[src/rtl/xosera_pkg.sv]
// Shared copper definitions: instruction type, COP_END encoding and fetch buffer sizing.
package xv;

  typedef logic [31:0] copper_instr_t;

  localparam copper_instr_t COP_END_INSTR   = 32'h0000_0003;
  localparam int unsigned   COP_INFO_WORDS  = 16;
  localparam int unsigned   FETCH_BUF_DEPTH = 2;

  typedef enum logic {
    StRun,
    StHalt
  } fetch_state_e;

  // Even half carries the upper 16 bits of the instruction.
  function automatic copper_instr_t join_halves(input logic [15:0] even, input logic [15:0] odd);
    return {even, odd};
  endfunction

endpackage

[src/rtl/copper_fetch_buf.sv]
// Small FIFO of fetched copper instructions tagged with their fetch address.
// Supports push and pop in the same cycle; flush empties it without touching storage.
module copper_fetch_buf
  import xv::*;
#(
  parameter int unsigned AWIDTH = 10,
  parameter int unsigned DEPTH  = 2
) (
  input  logic                         clk,
  input  logic                         reset_i,
  input  logic                         flush_i,
  input  logic                         push_i,
  input  copper_instr_t                push_instr_i,
  input  logic [AWIDTH-1:0]            push_pc_i,
  input  logic                         pop_i,
  output logic [$clog2(DEPTH+1)-1:0]   count_o,
  output logic                         valid_o,
  output copper_instr_t                instr_o,
  output logic [AWIDTH-1:0]            pc_o
);

  localparam int unsigned CW = $clog2(DEPTH + 1);
  localparam int unsigned PW = (DEPTH > 1) ? $clog2(DEPTH) : 1;

  typedef logic [PW-1:0] ptr_t;

  copper_instr_t     instr_q [DEPTH];
  logic [AWIDTH-1:0] pc_q    [DEPTH];
  ptr_t              rd_ptr_q, wr_ptr_q;
  logic [CW-1:0]     count_q, count_d;
  logic              do_push, do_pop;

  function automatic ptr_t next_ptr(input ptr_t p);
    return (p == ptr_t'(DEPTH - 1)) ? '0 : p + ptr_t'(1);
  endfunction

  assign do_pop  = pop_i & (count_q != '0);
  // A full buffer can still accept a push when the head leaves in the same cycle.
  assign do_push = push_i & ((count_q < CW'(DEPTH)) | do_pop);

  always_comb begin
    count_d = count_q;
    unique case ({do_push, do_pop})
      2'b10:   count_d = count_q + CW'(1);
      2'b01:   count_d = count_q - CW'(1);
      default: count_d = count_q;
    endcase
  end

  always_ff @(posedge clk) begin
    if (reset_i) begin
      rd_ptr_q <= '0;
      wr_ptr_q <= '0;
      count_q  <= '0;
      for (int i = 0; i < DEPTH; i++) begin
        instr_q[i] <= '0;
        pc_q[i]    <= '0;
      end
    end else if (flush_i) begin
      rd_ptr_q <= '0;
      wr_ptr_q <= '0;
      count_q  <= '0;
    end else begin
      if (do_push) begin
        instr_q[wr_ptr_q] <= push_instr_i;
        pc_q[wr_ptr_q]    <= push_pc_i;
        wr_ptr_q          <= next_ptr(wr_ptr_q);
      end
      if (do_pop) begin
        rd_ptr_q <= next_ptr(rd_ptr_q);
      end
      count_q <= count_d;
    end
  end

  assign count_o = count_q;
  assign valid_o = (count_q != '0);
  assign instr_o = instr_q[rd_ptr_q];
  assign pc_o    = pc_q[rd_ptr_q];

endmodule

[src/rtl/copper_fetch.sv]
// copper_fetch: read engine for the split copper program memory, streaming {even,odd} words.
// Optional define COPPER_INFO_GUARD_EN keeps the device info block from ever being read.
module copper_fetch
  import xv::*;
#(
  parameter int unsigned AWIDTH = 10
) (
  input  logic              clk,
  input  logic              reset_i,
  input  logic              enable_i,
  input  logic              restart_i,
  input  logic [AWIDTH-1:0] start_addr_i,
  input  logic              jump_i,
  input  logic [AWIDTH-1:0] jump_addr_i,
  output logic [AWIDTH-1:0] mem_addr_o,
  input  logic [15:0]       mem_even_i,
  input  logic [15:0]       mem_odd_i,
  output logic              instr_valid_o,
  output logic [31:0]       instr_o,
  output logic [AWIDTH-1:0] instr_pc_o,
  input  logic              instr_ready_i,
  output logic              halted_o
);

  localparam int unsigned DEPTH = FETCH_BUF_DEPTH;
  localparam int unsigned CW    = $clog2(DEPTH + 1);
  localparam int unsigned OW    = CW + 1;
  // Buffer entries plus the BRAM output register, which keeps its data while the
  // read address is unchanged and so can park one returned word.
  localparam int unsigned SLOTS = DEPTH + 1;

  typedef logic [AWIDTH-1:0] addr_t;

  fetch_state_e  state_q, state_d;
  addr_t         pc_q, pc_d;
  addr_t         mem_addr_q, mem_addr_d;
  logic          halted_q, halted_d;

  // rd stage: address presented to the BRAM; bus stage: its data is on mem_*_i.
  logic          rd_vld_q, rd_vld_d, rd_inj_q, rd_inj_d;
  addr_t         rd_pc_q, rd_pc_d;
  logic          bus_vld_q, bus_vld_d, bus_inj_q, bus_inj_d;
  addr_t         bus_pc_q, bus_pc_d;

  logic [CW-1:0] buf_count;
  logic          buf_valid;
  copper_instr_t buf_instr;
  addr_t         buf_pc;

  logic          flush, pop, land, land_end, credit_ok, run_next, issue, inject;
  addr_t         flush_addr, issue_pc;
  copper_instr_t bus_instr;
  logic [OW-1:0] occupied;

  assign flush      = restart_i | jump_i;
  assign flush_addr = restart_i ? start_addr_i : jump_addr_i;
  assign pop        = buf_valid & instr_ready_i;
  assign issue_pc   = flush ? flush_addr : pc_q;

  assign bus_instr = bus_inj_q ? COP_END_INSTR : join_halves(mem_even_i, mem_odd_i);
  assign land      = bus_vld_q & ~flush & ((buf_count < CW'(DEPTH)) | pop);
  assign land_end  = land & (bus_instr == COP_END_INSTR);

  assign occupied  = OW'(buf_count) + OW'(rd_vld_q) + OW'(bus_vld_q);
  // A flush drops everything in flight, so the new stream always starts immediately.
  assign credit_ok = flush | (occupied < (OW'(SLOTS) + OW'(pop)));
  assign run_next  = flush | ((state_q == StRun) & ~land_end);
  assign issue     = enable_i & run_next & credit_ok;

`ifdef COPPER_INFO_GUARD_EN
  localparam addr_t INFO_BASE = addr_t'((1 << AWIDTH) - COP_INFO_WORDS);
  assign inject = (issue_pc >= INFO_BASE);
`else
  assign inject = 1'b0;
`endif

  always_comb begin
    state_d    = state_q;
    pc_d       = pc_q;
    mem_addr_d = mem_addr_q;
    halted_d   = halted_q;
    rd_vld_d   = issue;
    rd_pc_d    = issue_pc;
    rd_inj_d   = inject;
    bus_vld_d  = bus_vld_q;
    bus_pc_d   = bus_pc_q;
    bus_inj_d  = bus_inj_q;

    if (flush) begin
      state_d   = StRun;
      halted_d  = 1'b0;
      pc_d      = flush_addr;
      bus_vld_d = 1'b0;
    end else begin
      if (land_end) begin
        state_d = StHalt;
      end
      if (pop && (state_q == StHalt) && (buf_instr == COP_END_INSTR)) begin
        halted_d = 1'b1;
      end
      // An unlanded bus word waits; rd is always empty then because credit blocked issue.
      if (!bus_vld_q || land) begin
        bus_vld_d = rd_vld_q & ~land_end;
        bus_pc_d  = rd_pc_q;
        bus_inj_d = rd_inj_q;
      end
    end

    if (issue) begin
      pc_d = issue_pc + addr_t'(1);
      if (!inject) begin
        mem_addr_d = issue_pc;
      end
    end
  end

  always_ff @(posedge clk) begin
    if (reset_i) begin
      state_q    <= StRun;
      pc_q       <= '0;
      mem_addr_q <= '0;
      halted_q   <= 1'b0;
      rd_vld_q   <= 1'b0;
      rd_inj_q   <= 1'b0;
      rd_pc_q    <= '0;
      bus_vld_q  <= 1'b0;
      bus_inj_q  <= 1'b0;
      bus_pc_q   <= '0;
    end else begin
      state_q    <= state_d;
      pc_q       <= pc_d;
      mem_addr_q <= mem_addr_d;
      halted_q   <= halted_d;
      rd_vld_q   <= rd_vld_d;
      rd_inj_q   <= rd_inj_d;
      rd_pc_q    <= rd_pc_d;
      bus_vld_q  <= bus_vld_d;
      bus_inj_q  <= bus_inj_d;
      bus_pc_q   <= bus_pc_d;
    end
  end

  copper_fetch_buf #(
    .AWIDTH (AWIDTH),
    .DEPTH  (DEPTH)
  ) u_buf (
    .clk          (clk),
    .reset_i      (reset_i),
    .flush_i      (flush),
    .push_i       (land),
    .push_instr_i (bus_instr),
    .push_pc_i    (bus_pc_q),
    .pop_i        (pop),
    .count_o      (buf_count),
    .valid_o      (buf_valid),
    .instr_o      (buf_instr),
    .pc_o         (buf_pc)
  );

  assign mem_addr_o    = mem_addr_q;
  assign instr_valid_o = buf_valid;
  assign instr_o       = buf_instr;
  assign instr_pc_o    = buf_pc;
  assign halted_o      = halted_q;

endmodule

[config.mk]
export PLATFORM = sky130hd
export DESIGN_NAME = copper_fetch
export DESIGN_NICKNAME = d
export VERILOG_FILES = /design/src/rtl/xosera_pkg.sv /design/src/rtl/copper_fetch_buf.sv /design/src/rtl/copper_fetch.sv
export SDC_FILE = /design/constraint.sdc
export NUM_CORES = 1
export LEC_CHECK = 0
export ABC_AREA = 1
export BUFFER_PORTS_ARGS = -buffer_cell sky130_fd_sc_hd__buf_2
export CORE_UTILIZATION = 52
export CTS_CLUSTER_DIAMETER = 150
export DETAILED_ROUTE_END_ITERATION = 7
export HOLD_SLACK_MARGIN = 0.03
export PLACE_DENSITY = 0.86
export SYNTH_ARGS = -nofsm -noshare
export SYNTH_HDL_FRONTEND = slang
export SYNTH_SLANG_ARGS = --single-unit
[constraint.sdc]
create_clock -name clk -period 3.24 [get_ports clk]
set_input_delay 0.972 -clock clk [delete_from_list [all_inputs] [get_ports clk]]
set_output_delay 0.972 -clock clk [all_outputs]
set_load 0.05 [all_outputs]
==> flow_metrics.tcl <==
set metrics [dict create \
    htree_levels 4 \
    max_cap_violations 0 \
    dr.first_iter.drc_count 393 \
    worstPathMaxFanout 21 \
    final_area_sq_um 7500 \
    fin_nets 916 \
    worst_clock_skew_ns 0.0119 \
    synth_area_sq_um 6190 \
    netlist.area_leader.share 0.408 \
    comb_power_share 0.096 \
    global_route.overflow_total 0 \
    die_area_sq_um 12300 \
    finalWeightedCongestion 0.887 \
    clkLatencyLatePin_ns 0.42 \
    synth_seq_cells 133 \
    die_y_microns 111 \
    grt_pass1_wl_microns 23400 \
    cts_tree "done" \
    internal-power_mw 3.27 \
    portBuffers 111 \
    post_route_drc 16 \
    antennaDiodeCount 0 \
    pwr-share-clk 0.467 \
    cts_setup_buffers 0 \
    vias_in_the_first_global_route 5052 \
    worst_ir_drop_vdd_mv 0.351 \
    swShare 0.247 \
    drt_wl_total_microns 14200 \
    detail_route.vias_per_cell 5.19 \
    root_buffer "sky130_fd_sc_hd__clkbuf_16" \
    yosysUniqueCellTypes 35 \
    postPlaceCellArea_sq_um 6860 \
    synth_sequential_area_ratio 0.566 \
    final-max-slew-violation-count 0 \
    ys_warn_count 0 \
    finalHoldViolations 0 \
    track_usage 0.242 \
    grt_antenna_before_repair 0 \
    status "finished with violations" \
    chipWidth_microns 111 \
    fin_worst_hold_slack_ns 0.461 \
    timing.slew.headroom 0.640 \
    buffers_from_clock_root_to_sink_at_most 2 \
    cp_data_required_time_ns 2.27 \
    postSynthCellCount 743 \
    dp_worst_setup_slack_ns 0.386 \
    floorplan.core_area_sq_um 11500 \
    hp-class "flop to flop" \
    violated_checks "design-rule violations" \
    floorplan.rows 39 \
    synth.largest_area_cell "sky130_fd_sc_hd__edfxtp_1" \
    post-route-min-period_ns 2.85 \
    post_cts_repair_resize_count 0 \
    clock.fmax_mhz 351 \
    hpwl_microns 9390 \
    avgSynthCellArea_sq_um 8.33 \
    ranking_of_synthesized_cells_by_area "sky130_fd_sc_hd__edfxtp_1, sky130_fd_sc_hd__dfxtp_1, sky130_fd_sc_hd__nand2_1, sky130_fd_sc_hd__nor2_1, sky130_fd_sc_hd__inv_1" \
    cts_hold_buffers 0 \
    filler_instances 932 \
    start_util 0.537 \
    grt_max_degree 47 \
    cts_made_buffers 17 \
    final_common_cell "sky130_fd_sc_hd__nand2_1" \
    worstMarginPinSlew_ns 0.539 \
    setup_violation_total_in_the_final_timing_report 0 \
    total_leakage_power_nw 3.58 \
    power_per_cell_area_nw_per_um2 580 \
    final_min_period_over_clock_period 0.880 \
    final_antenna_net_count 0 \
    worstSetupEndpointType "output pin" \
    fin_tns_setup_ns 0 \
    avgRoutedWirePerCell_microns 14.1 \
    numClockSinks 133 \
    crit_path_start_kind "flop" \
    layout_common_cells "sky130_fd_sc_hd__nand2_1, sky130_fd_sc_hd__nor2_1, sky130_fd_sc_hd__buf_2, sky130_fd_sc_hd__edfxtp_1, sky130_fd_sc_hd__inv_1" \
    clk_transition_reported_paths_ns 0.06 \
    drt_first_pass_iters 7 \
    timing.final.ws_setup_ns 0.390 \
    top_level_ports 112 \
    grt_setup_unrepaired "no" \
    reg2reg_slack_ns 0.73 \
    final_layout_size_suffix_gt1_frac 0.218 \
    area.growth.synth_to_final_pct 21.1 \
    timing.critical_path.arrival_ns 1.88 \
    switching_power_mw 1.07 \
    route.vias.total 5231 \
    worstSetupPathType "flop to output pin" \
    postSynthNetCount 807 \
    part_of_the_total_power_dissipated_in_sequential_elements 0.436 \
]
==> power groups by stage <==
stage / registers, mW / clock network, mW / logic [mW]
after global routing: 1.90 / 2.13 / 0.459
after floorplan: 1.95 / 0 / 0.260
after global placement: 1.93 / 0 / 0.405
after detailed placement: 1.93 / 0 / 0.411
after CTS: 1.90 / 2.04 / 0.417
final: 1.90 / 2.03 / 0.419
==> cells in the mapped netlist, drive strengths merged <==
cell type / count
nand2: 227
nor2: 150
inv: 86
edfxtp: 84
dfxtp: 49
a21oi: 36
nand3: 35
o21ai: 18
clkbuf: 16
buf: 15
nor3: 6
ha: 5
or2: 4
nand4: 3
and2: 2
o211ai: 2
a21o: 1
fa: 1
mux2i: 1
nor3b: 1
xor2: 1
==> final timing paths <==
kind	cells after the start	to	start
worst max-delay path	6	instr_o[0]	flop
worst min-delay path	2	mem_addr_o[9]$_SDFFE_PP0P_	mem_addr_o[9]$_SDFFE_PP0P_
worst max register to register	12	mem_addr_o[0]$_SDFFE_PP0P_	rd_vld_q$_SDFF_PP0_
worst min register to register	2	mem_addr_o[9]$_SDFFE_PP0P_	mem_addr_o[9]$_SDFFE_PP0P_
==> logic make-up after synthesis <==
| family | after synthesis | synth area share |
|---|---|---|
| and+or+nand+nor | 428 | 0.284 |
| xor gates and xnor gates | 1 | 0.00142 |
| AOI/OAI and AO/OA | 57 | 0.0538 |
| adders and majority gates | 6 | 0.0133 |
| buffers and inverters | 117 | 0.0800 |
| muxes | 1 | 0.00162 |
| DFF | 133 | 0.566 |
==> routing by layer <==
layer,GRT usage,routed length (microns),up-vias
met1,0.288,5540,2389
li1,-,-,2562
met3,0.0596,1060,30
met4,0.0838,272,0
met2,0.426,7340,250
met5,0,0,-
==> registers in the layout, summed over array words and instances (netlist names), named ones only <==
register        cells
u_buf.instr_q      64
u_buf.pc_q         20
bus_pc_q           10
mem_addr_o         10
pc_q               10
rd_pc_q            10
u_buf.count_o       2
bus_vld_q           1
halted_o            1
rd_vld_q            1
state_q             1
u_buf.rd_ptr_q      1
u_buf.wr_ptr_q      1
==> worst max-delay path, stage by stage, from the launching register on <==
cell and delay (ns):
sky130_fd_sc_hd__dfxtp_1 0.33, sky130_fd_sc_hd__inv_2 0.28, sky130_fd_sc_hd__buf_4 0.30, sky130_fd_sc_hd__nand2_1 0.07
sky130_fd_sc_hd__and2_1 0.16, sky130_fd_sc_hd__inv_1 0.07, sky130_fd_sc_hd__buf_2 0.26
==> layout make-up <==
type,instances,area (sq um),area share
Tap cell,143,179,0.0239
Multi-Input combinational cell,493,2200,0.293
Clock inverter,11,133,0.0177
Timing Repair Buffer,121,656,0.0875
Sequential cell,133,3500,0.467
Inverter,86,325,0.0434
Clock buffer,21,504,0.0673
==> per-stage QoR <==
step	cells	total power, mW	utilization
3_5_place_dp	976	2.34	0.596
2_1_floorplan	743	2.21	-
5_1_grt	1008	4.49	0.651
6_report	1008	4.34	0.651
3_3_place_gp	976	2.33	0.596
4_1_cts	1008	4.36	0.651
No activity file was read; power rests on OpenSTA's default activity.
